`config.mk`:
```
export PLATFORM = sky130hd
export DESIGN_NAME = cpu_mmio_bridge
export DESIGN_NICKNAME = d
export VERILOG_FILES = /design/src/rtl/cpu_mmio_bridge.sv
export SDC_FILE = /design/constraint.sdc
export NUM_CORES = 1
export LEC_CHECK = 0
export ABC_AREA = 1
export CAP_MARGIN = 40
export CORE_MARGIN = 10
export CORE_UTILIZATION = 43
export DETAILED_ROUTE_END_ITERATION = 10
export PLACE_DENSITY = 0.8
export SKIP_CTS_REPAIR_TIMING = 1
export SLEW_MARGIN = 20
export SYNTH_ARGS = -nofsm -noshare
export SYNTH_HDL_FRONTEND = slang
export SYNTH_SLANG_ARGS = --single-unit
```
`constraint.sdc`:
```
create_clock -name clk -period 1.51 [get_ports clk]
set_input_delay 0.302 -clock clk [delete_from_list [all_inputs] [get_ports clk]]
set_output_delay 0.302 -clock clk [all_outputs]
set_load 0.005 [all_outputs]
```
`src/rtl/cpu_mmio_bridge.sv`:
```
// ---------------------------------------------------------------------------
// cpu_mmio_bridge
//
// CPU-side memory-mapped I/O bridge. Each CPU access is decoded against
// NUM_CH base/mask windows. The lowest-index matching channel receives a
// registered register-interface strobe. The CPU is held until that channel
// acknowledges or a wait counter expires. Unmapped and timed-out reads
// return the open-bus value, which is the last value seen on the data bus.
//
// Ports:
//   clk, rst              clock, asynchronous active-high reset
//   cpu_req               access request (sampled in IDLE only)
//   cpu_addr, cpu_r_nw    address and direction (1 = read)
//   cpu_din               CPU write data
//   cpu_dout              open-bus latch / read data
//   cpu_rdy, cpu_err      one-cycle completion pulse, timeout flag
//   ch_ncs                active-low per-channel chip selects
//   ch_sel, ch_r_nw       registered register select and direction
//   ch_d_out              registered write data to the channels
//   ch_d_in               per-channel read data (channel 0 in the LSBs)
//   ch_ack                per-channel acknowledge
// ---------------------------------------------------------------------------
module cpu_mmio_bridge #(
    parameter int                     NUM_CH  = 4,
    parameter int                     ADDR_W  = 16,
    parameter int                     DATA_W  = 8,
    parameter int                     SEL_W   = 3,
    parameter logic [NUM_CH*ADDR_W-1:0] CH_BASE = {16'h8000, 16'h6000, 16'h4000, 16'h2000},
    parameter logic [NUM_CH*ADDR_W-1:0] CH_MASK = {16'h8000, 16'hE000, 16'hFFE0, 16'hE000},
    parameter int                     TIMEOUT = 15
) (
    input  logic                     clk,
    input  logic                     rst,
    input  logic                     cpu_req,
    input  logic [ADDR_W-1:0]        cpu_addr,
    input  logic                     cpu_r_nw,
    input  logic [DATA_W-1:0]        cpu_din,
    output logic [DATA_W-1:0]        cpu_dout,
    output logic                     cpu_rdy,
    output logic                     cpu_err,
    output logic [NUM_CH-1:0]        ch_ncs,
    output logic [SEL_W-1:0]         ch_sel,
    output logic                     ch_r_nw,
    output logic [DATA_W-1:0]        ch_d_out,
    input  logic [NUM_CH*DATA_W-1:0] ch_d_in,
    input  logic [NUM_CH-1:0]        ch_ack
);

    localparam int IDX_W = (NUM_CH > 1) ? $clog2(NUM_CH) : 1;
    localparam int CNT_W = 8;

    typedef enum logic [1:0] {
        IDLE   = 2'd0,
        ACCESS = 2'd1,
        DONE   = 2'd2
    } state_t;

    state_t            state_reg;
    logic [IDX_W-1:0]  idx_reg;
    logic [CNT_W-1:0]  cnt_reg;
    logic [DATA_W-1:0] open_bus_reg;

    // Address decode: one comparator per window.
    logic [NUM_CH-1:0] hit;

    genvar gi;
    generate
        for (gi = 0; gi < NUM_CH; gi++) begin : g_decode
            assign hit[gi] = (cpu_addr & CH_MASK[gi*ADDR_W +: ADDR_W])
                             == CH_BASE[gi*ADDR_W +: ADDR_W];
        end
    endgenerate

    // Lowest-index match wins: scan downwards so the smallest index is
    // written last.
    logic [IDX_W-1:0] win_idx;
    logic             any_hit;

    always_comb begin
        win_idx = '0;
        any_hit = |hit;
        for (int i = NUM_CH - 1; i >= 0; i--) begin
            if (hit[i]) begin
                win_idx = IDX_W'(i);
            end
        end
    end

    // Only the selected channel's ack and data are ever looked at.
    logic              sel_ack;
    logic [DATA_W-1:0] sel_data;

    assign sel_ack  = ch_ack[idx_reg];
    assign sel_data = ch_d_in[idx_reg*DATA_W +: DATA_W];

    assign cpu_dout = open_bus_reg;

    always_ff @(posedge clk or posedge rst) begin
        if (rst) begin
            state_reg    <= IDLE;
            idx_reg      <= '0;
            cnt_reg      <= '0;
            open_bus_reg <= '0;
            cpu_rdy      <= 1'b0;
            cpu_err      <= 1'b0;
            ch_ncs       <= '1;
            ch_sel       <= '0;
            ch_r_nw      <= 1'b1;
            ch_d_out     <= '0;
        end else begin
            // Completion pulses last exactly one cycle (the DONE cycle).
            cpu_rdy <= 1'b0;
            cpu_err <= 1'b0;

            case (state_reg)
                IDLE: begin
                    if (cpu_req) begin
                        if (any_hit) begin
                            idx_reg   <= win_idx;
                            cnt_reg   <= '0;
                            ch_sel    <= cpu_addr[SEL_W-1:0];
                            ch_r_nw   <= cpu_r_nw;
                            ch_d_out  <= cpu_din;
                            ch_ncs    <= ~(NUM_CH'(1) << win_idx);
                            // A write drives the data bus, so it becomes
                            // the open-bus value immediately.
                            if (!cpu_r_nw) begin
                                open_bus_reg <= cpu_din;
                            end
                            state_reg <= ACCESS;
                        end else begin
                            // Unmapped: complete at once, latch unchanged.
                            cpu_rdy   <= 1'b1;
                            state_reg <= DONE;
                        end
                    end
                end

                ACCESS: begin
                    // Ack is tested before the timeout so an ack on the
                    // last allowed cycle still completes normally.
                    if (sel_ack) begin
                        if (ch_r_nw) begin
                            open_bus_reg <= sel_data;
                        end
                        ch_ncs    <= '1;
                        cpu_rdy   <= 1'b1;
                        state_reg <= DONE;
                    end else if (cnt_reg == CNT_W'(TIMEOUT - 1)) begin
                        ch_ncs    <= '1;
                        cpu_rdy   <= 1'b1;
                        cpu_err   <= 1'b1;
                        state_reg <= DONE;
                    end else begin
                        cnt_reg <= cnt_reg + 1'b1;
                    end
                end

                DONE: begin
                    state_reg <= IDLE;
                end

                default: begin
                    ch_ncs    <= '1;
                    state_reg <= IDLE;
                end
            endcase
        end
    end

endmodule

```
==> results.toml, run 1 <==
[clock_tree]
clk_latency_ns = 0.29
cts_tree = "done"
clock-sinks = 38
clockBufferDepth = 2
cts_root_buf = "clkbuf_8"
clkTransAtPathRegs_ns = 0.07
cts_inserted_buffers = 5
cts_htree_levels = 2

[placement]
dp_cells = 459
post-dp-hpwl_um = 5110
port_buffers = 87
place.gp.congestion = 0.837

[logic_synthesis]
syn_nets = 357
avgSynthCellArea_um2 = 7.69
yosys_warnings = 0
ys_top_cells_by_area = "dfrtp_1, nand2_1, nor2_1, dfstp_2, o21ai_0"
ys_types = 31
yosysSeqAreaShare_pct = 42.8
syn-cell-area_mm2 = 0.00224
yosys.area.top_type_share_pct = 36.9
ys_ff_latch = 38
synthArstFlopShare_pct = 100
synth_edf_count = 0
synthCells = 291
synth.largest_area_cell = "dfrtp_1"
yosysMostFrequentCell = "nand2_1"
synth-main-ff-cell = "dfrtp_1"
netlist_top_cells_count = "nand2_1, nor2_1, dfrtp_1"

[critical_path]
slowest_stage = "clkdlybuf4s50_1"
rr_startpoint = "idx_reg[0]"
cp.required_ns = 1.21
critPathMaxFanout = 2
startpoint_type = "register"
crit_path_start = "cpu_dout[7]"
cp.arrival_ns = 1.18
cp_top_family = "buffers and inverters"
worst-path-buf-inv = 1
cp_slowest_stage_delay_ns = 0.53
worstSetupPathType = "reg -> out"
worstSetupEndpointType = "output port"
path_cells = "clkdlybuf4s50_1"

[job]
drv_cap = 0

[global_routing]
grt_pass1_wl_um = 10900
overflow = 0
grt_max_degree = 34
grt_pass1_vias = 2278
antenna_found_initial = 0
grt.total_usage_pct = 15.6

[cells_and_area]
instances_no_fill = 473
drive_above_1_share_pct = 22.8
areaGrowthSynthToFinish_pct = 63.2
antenna_cells_inserted = 0
nets = 468

[floorplanning]
die_w_um = 92.2
dieHeight_um = 92.2
coreArea_mm2 = 0.00507
rows = 26
io_pins = 90
dieArea_mm2 = 0.00849
initial_core_util_pct = 44.1

[routing]
drt_pre_antenna_iters = 4
routed_wl_um = 7160
vias = 2355
drt-initial-drc-count = 88
ant_nets = 0
via_per_inst = 4.98
avgRoutedWirePerCell_um = 15.1
drcViolationCount = 0

[pwr]
p_leak_uw = 0.00180
ir_drop_mv = 1.08
p_per_area_mw_per_mm2 = 1570

[sta]
period_minus_slack_ns = 1.48
rsz0062_at_grt = "true"
tightest_slew_ns = 0.274
relSlewSlack_pct = 81.7
tns_ns = 0
fin_skew_ns = 0.00705
hold_viol = 0
clock.fmax_ghz = 0.674
finalSetupViolations = 0
timing.final.crit_share_pct = 98.2
finalMaxSlewViolations = 0

[outcome]
outcome = "finished clean"

[min_path]
hp-class = "in -> async"
==> routing by layer <==
| metal | vias up | track usage, % | wire, um |
|---|---|---|---|
| met5 | - | 0 | 0 |
| met4 | 0 | 4.63 | 121 |
| met3 | 12 | 5.46 | 425 |
| met2 | 85 | 26.0 | 3550 |
| met1 | 1097 | 18.5 | 3060 |
| li1 | 1161 | - | - |
==> through the flow <==
stage	util (%)	worst slack (ns)	hold slack (ns)	instance area, um^2	total power (uW)
3_3_place_gp	65.8	-0.308	0.453	3340	4710
6_report	72.0	0.0268	0.234	3650	5750
3_5_place_dp	65.8	-0.352	0.451	3340	4780
2_1_floorplan	-	0.117	0.412	2240	3390
5_1_grt	72.0	-0.0680	0.269	3650	6240
4_1_cts	67.6	-0.155	0.228	3430	5530
==> cell type report <==
type | instances | area (um^2)
repair inverters | 1 | 7.51
multi-input cells | 215 | 1210
well taps | 70 | 87.6
fillers | 398 | 1420
inverters | 28 | 119
flip-flops and latches | 38 | 958
clock buffers | 8 | 90.1
repair buffers | 113 | 1180
==> kinds of logic (layout without fill, tap and decap cells) <==
logic type / Yosys count / count (layout) / synth area share [%]
simple gates: 149 / 150 / 30.5
compound gates: 61 / 61 / 16.5
buf+inv: 39 / 150 / 8.33
flops: 38 / 38 / 42.8
fa+ha+maj: 2 / 2 / 1.12
xor+xnor: 2 / 2 / 0.783
==> path summary, 6_finish.rpt <==
kind                               endpoint  slack, ns  cells past startpoint
worst max-delay path            cpu_dout[7]       0.03                      1
worst min-delay path                cpu_rdy       0.23                      2
worst max register to register  cpu_dout[4]       0.05                      8
worst min register to register    ch_ncs[0]       0.46                      2
max in group asynchronous           ch_r_nw       0.76                      3
min in group clk                  ch_ncs[0]       0.46                      2
==> cells in the final DEF (no fill, tap or decap), types with 6 or more instances in the layout <==
cell,Yosys,final
o21ai_1,11,11
dlymetal6s2s_1,0,19
dfrtp_1,33,32
o21ai_2,8,8
clkdlybuf4s50_1,0,68
nand3_1,15,11
inv_1,21,20
o21ai_0,20,20
nand2_1,73,62
o22ai_1,8,8
clkbuf_8,0,6
nand2_2,5,14
nor2_1,39,37
buf_4,0,21
o21a_1,8,8
==> power breakdown <==
group / total, uW / switching [uW] / internal [uW]
clock network: 726 / 353 / 373
registers: 1740 / 276 / 1460
logic: 3290 / 1660 / 1630
total: 5750 / 2290 / 3460
Power figures use the tool's default switching activity.
==> inputs of run 2 (changes only) <==
- GPL_TIMING_DRIVEN: unset -> 0
==> run 2 against run 1 <==
Effect of this change: the run now ends with negative setup slack left; first-iteration DRC count increased by 75%; sequential power about the same; sequential cell count unchanged; die area stayed put; combinational power increased by 23%; power increased by 16%; worst setup slack worse by 0.070 ns; count of clock-buffer cells in the layout down 3; sequential share of layout area decreased by 1.7 points; clock skew is 0.0040 ns higher; global-route usage up 0.57 points; wire length increased by 22%.
==> results.toml, run 2 (synthesis results as in run 1) <==
[cells_and_area]
nets = 484
drive_above_1_share_pct = 27.2
layout_commonest_cell = "clkdlybuf4s50_1"
antenna_cells_inserted = 0
areaGrowthSynthToFinish_pct = 74.5
final_cell_mix = "clkdlybuf4s50_1, nand2_1, nor2_1, dfrtp_1, buf_4"
fin_area_mm2 = 0.00391
instances_no_fill = 489
fillers = 325

[routing]
vias = 2535
drt-initial-drc-count = 154
ant_nets = 0
dr_wl_met3_um = 554
avgRoutedWirePerCell_um = 17.9
via_per_inst = 5.18
top_layer = "met4"
drt_pre_antenna_iters = 4
wl_met2_um = 4470
drcViolationCount = 0
routed_wl_um = 8740
m1WireLength_um = 3570

[pwr]
netSwitchingPower_uw = 2680
power_frac_comb_pct = 60.8
ir_drop_mv = 0.814
p_leak_uw = 0.00195
p_clk_share_pct = 13.1
p_sw_share_pct = 40.3
p_per_area_mw_per_mm2 = 1700
p_int_uw = 3970
seq_power_share_pct = 26.1

[clock_tree]
cts_htree_levels = 2
clk_latency_ns = 0.30
cts_root_buf = "clkbuf_8"
clkTransAtPathRegs_ns = 0.09
cts_tree = "done"
clockBufferDepth = 2
clock-sinks = 38
cts_inserted_buffers = 5

[sta]
final.setup.worst_slack_ns = -0.0431
rsz0062_at_grt = "true"
fin_skew_ns = 0.0111
tightest_slew_ns = 0.270
clock.fmax_ghz = 0.644
timing.final.crit_share_pct = 103
finalSetupViolations = 10
hold_viol = 0
finalMaxSlewViolations = 0
period_minus_slack_ns = 1.55
whs_ns = 0.380
relSlewSlack_pct = 81.9

[floorplanning]
die_w_um = 92.2
io_pins = 90
rows = 26
dieHeight_um = 92.2
initial_core_util_pct = 44.1
dieArea_mm2 = 0.00849
coreArea_mm2 = 0.00507

[global_routing]
grt_pass1_wl_um = 11200
grt_max_degree = 35
grt_pass1_vias = 2269
overflow = 0
grt.total_usage_pct = 16.2
antenna_found_initial = 0

[critical_path]
critPathMaxFanout = 7
worstSetupEndpointType = "register"
cp.required_ns = 1.69
cp_slowest_stage_delay_ns = 0.45
r2r_setup_slack_ns = -0.04
worstSetupPathType = "reg -> reg"
path_cells = "nor2_4 > inv_2 > nor2_1 > a21oi_2 > nand2_4 > clkbuf_16 > o21ai_2"
cp.arrival_ns = 1.74
slowest_stage = "dfrtp_1"
startpoint_type = "register"

[min_path]
hp-class = "in -> async"

[placement]
post-dp-hpwl_um = 5320
dpl-instance-area_mm2 = 0.00322
pre_cts_slack_ns = -0.372
port_buffers = 87
place.gp.congestion = 0.868
dp_cells = 449

[outcome]
outcome = "finished with violations"
violations = "negative setup slack"

[job]
drv_cap = 0
[run 2: changes by cell type in the layout (fill, tap and decap cells not counted), moves of 3 or more]
cell | before | now
buf_8 | 0 | 3
buf_6 | 0 | 4
buf_2 | 0 | 3
dlymetal6s2s_1 | 19 | 23
buf_4 | 21 | 24
clkdlybuf4s50_1 | 68 | 64
clkbuf_16 | 1 | 4
[run 2: worst paths after layout]
kind / from / endpoint / cells after the start
setup / recovery: state_reg[1] / cpu_dout[6] / 7
hold / removal: rst / ch_ncs[1] / 2
setup reg to reg: state_reg[1] / cpu_dout[6] / 7
hold reg to reg: ch_ncs[2] / ch_ncs[2] / 2
max in group asynchronous: rst / ch_r_nw / 3
min in group clk: cpu_addr[13] / ch_ncs[2] / 6
[run 2: critical path: cells and delay by family, from the launching register on]
kind | cells | cell delay [ns]
AOI/OAI and AO/OA | 2 | 0.12
buffers and inverters | 2 | 0.27
DFF | 1 | 0.45
and+or+nand+nor | 3 | 0.58
[run 2: power groups by stage]
stage                     registers, uW  clock network, uW  logic (uW)
after floorplan                    1710                  0        1680
after global routing               1780                927        4330
after detailed placement           1710                  0        2970
final                              1730                874        4040
after CTS                          1690                872        2990
after global placement             1680                  0        2900
[run 2: layer usage]
layer	vias up	GRT usage [%]
met1	1215	19.4
li1	1196	-
met3	13	4.81
met2	111	27.0
met4	0	5.40
met5	-	0
[run 2: layout make-up]
| type | count | area (um^2) | share of cell area, % |
|---|---|---|---|
| plain buffers | 11 | 114 | 2.91 |
| clock buffers | 5 | 68.8 | 1.76 |
| clock inverters | 3 | 40.0 | 1.02 |
| inverters | 28 | 124 | 3.17 |
| multi-input cells | 215 | 1250 | 32.0 |
| flip-flops and latches | 38 | 958 | 24.5 |
| well taps | 70 | 87.6 | 2.24 |
| repair buffers | 118 | 1250 | 32.1 |
| repair inverters | 1 | 7.51 | 0.192 |
[run 2: stage by stage]
| step | utilization [%] | power (uW) | setup TNS, ns |
|---|---|---|---|
| after floorplan | - | 3390 | 0 |
| after global routing | 77.0 | 7040 | -1.36 |
| after CTS | 65.5 | 5550 | -1.83 |
| after global placement | 63.0 | 4580 | -26.56 |
| after detailed placement | 63.4 | 4680 | -10.13 |
| final | 77.0 | 6650 | -0.251 |
==> inputs of run 3 (changes only) <==
- DONT_BUFFER_PORTS: unset -> 1
- PLACE_DENSITY: 0.8 -> unset
==> run 3 against run 2 <==
Effect of this change: the flow now finishes without violations; die area unchanged; clock skew down 0.0019 ns; power down 25%; sequential share of layout area up 12 points; final area down 32%; first-iteration DRC count down 49%; sequential cell count unchanged; critical path depth up 2; count of clock-buffer cells in the layout up 1; worst setup slack better by 0.073 ns; non-clock buffer count down 104; cell count down 22%; largest power group unchanged.
==> results.toml, run 3 (synthesis results as in run 1) <==
[outcome]
outcome = "finished clean"

[min_path]
hold_depth = 2
hp-class = "in -> reg"

[routing]
routed_wl_um = 6170
m1WireLength_um = 2700
ant_nets = 0
top_layer = "met4"
avgRoutedWirePerCell_um = 16.1
drt_pre_antenna_iters = 4
dr_wl_met3_um = 553
drt-initial-drc-count = 78
vias = 1942
drcViolationCount = 0
via_per_inst = 5.07
wl_met2_um = 2830

[cells_and_area]
final_cell_mix = "nand2_1, nor2_1, dfrtp_1, o21ai_0, inv_1"
nets = 378
instances_no_fill = 383
antenna_cells_inserted = 0
fin_area_mm2 = 0.00265
drive_above_1_share_pct = 26.2
areaGrowthSynthToFinish_pct = 18.3
layout_commonest_cell = "nand2_1"

[sta]
tightest_slew_ns = 0.291
tns_ns = 0
fin_skew_ns = 0.00924
relSlewSlack_pct = 80.5
finalMaxSlewViolations = 0
hold_viol = 0
finalSetupViolations = 0
rsz0062_at_grt = "true"
clock.fmax_ghz = 0.676
period_minus_slack_ns = 1.48
timing.final.crit_share_pct = 98.0

[critical_path]
rr_startpoint = "state_reg[1]"
cp.arrival_ns = 1.66
setup.worst_path.end = "cpu_dout[5]"
critPathMaxFanout = 8
cp.required_ns = 1.69
crit_path_start = "state_reg[1]"
r2r-end = "cpu_dout[5]"
startpoint_type = "register"
worstSetupPathType = "reg -> reg"
worst_r2r_path_depth = 9
slowest_stage = "dfrtp_1"
worstSetupEndpointType = "register"
cp_slowest_stage_delay_ns = 0.43
cpMostUsedCell = "nand2_4"
path_cells = "inv_2 > nand2_4 > nor2_4 > nand3_2 > a21oi_2 > nand2_4 > buf_4 > nand2_1 > o21ai_2"
r2r_setup_slack_ns = 0.03

[pwr]
p_sw_share_pct = 42.8
netSwitchingPower_uw = 2140
p_per_area_mw_per_mm2 = 1890
ir_drop_mv = 0.963
p_clk_share_pct = 14.7
p_leak_uw = 0.00123
power_frac_comb_pct = 48.9
p_int_uw = 2860
seq_power_share_pct = 36.4

[global_routing]
antenna_found_initial = 0
overflow = 0
grt_pass1_vias = 1821
grt_max_degree = 33
grt_pass1_wl_um = 9920
grt.total_usage_pct = 14.5

[floorplanning]
dieHeight_um = 92.2
initial_core_util_pct = 44.1
io_pins = 90
dieArea_mm2 = 0.00849
rows = 26
coreArea_mm2 = 0.00507
die_w_um = 92.2

[clock_tree]
clockBufferDepth = 2
cts_tree = "done"
clk_latency_ns = 0.29
cts_root_buf = "clkbuf_8"
cts_htree_levels = 2
clock-sinks = 38
clkTransAtPathRegs_ns = 0.08
cts_inserted_buffers = 5

[placement]
port_buffers = 0
place.gp.congestion = 0.831
dp_cells = 362
post-dp-hpwl_um = 4660
dpl-instance-area_mm2 = 0.00235

[job]
drv_cap = 0
-- run 3: cell count changes in the layout (fill, tap and decap cells not counted), moves of 3 or more --
| cell | before | now |
|---|---|---|
| clkbuf_16 | 4 | 1 |
| buf_4 | 24 | 12 |
| nand2_1 | 61 | 71 |
| buf_8 | 3 | 0 |
| dlymetal6s2s_1 | 23 | 0 |
| nand2_2 | 14 | 3 |
| buf_6 | 4 | 1 |
| clkdlybuf4s50_1 | 64 | 0 |
-- run 3: per-layer routing --
metal	up-vias	global-route usage, %
met1	882	19.0
met2	68	21.4
li1	983	-
met3	9	5.87
met5	-	0
met4	0	3.86
-- run 3: critical path, delay by kind of cell (launching register included) --
family / cells / cell delay (ns)
flip-flops: 1 / 0.43
AND/OR/NAND/NOR: 5 / 0.45
AO/OA/AOI/OAI: 2 / 0.23
buffers and inverters: 2 / 0.26
-- run 3: worst min-delay path by stage --
stage,from,end
2_1_floorplan,cpu_din[0],ch_d_out[0]
3_3_place_gp,cpu_addr[1],ch_sel[1]
3_5_place_dp,rst,cpu_rdy
4_1_cts,rst,cpu_rdy
5_1_grt,cpu_addr[2],ch_sel[2]
6_report,cpu_din[1],ch_d_out[1]
-- run 3: layout make-up --
cell class	count	area [um^2]
fillers	499	2430
plain buffers	10	78.8
multi-input cells	214	1160
well taps	70	87.6
inverters	28	120
flip-flops and latches	38	958
repair buffers	15	145
clock buffers	6	82.6
clock inverters	2	12.5
-- run 3: stage by stage --
stage,utilization (%),hold WS (ns),power [uW],worst slack (ns)
final,52.2,0.119,5010,0.0299
after floorplan,-,0.412,3390,0.117
after CTS,48.1,-0.224,4640,-0.0624
after global placement,45.8,0.413,3840,-0.145
after detailed placement,46.2,0.0988,3900,-0.0464
after global routing,52.2,0.120,5450,-0.0605
-- run 3: power by group through the flow --
stage	clock network (uW)	logic (uW)	registers (uW)
3_3_place_gp	0	2020	1820
4_1_cts	757	2080	1810
6_report	738	2450	1820
3_5_place_dp	0	2070	1820
2_1_floorplan	0	1680	1710
5_1_grt	810	2750	1890
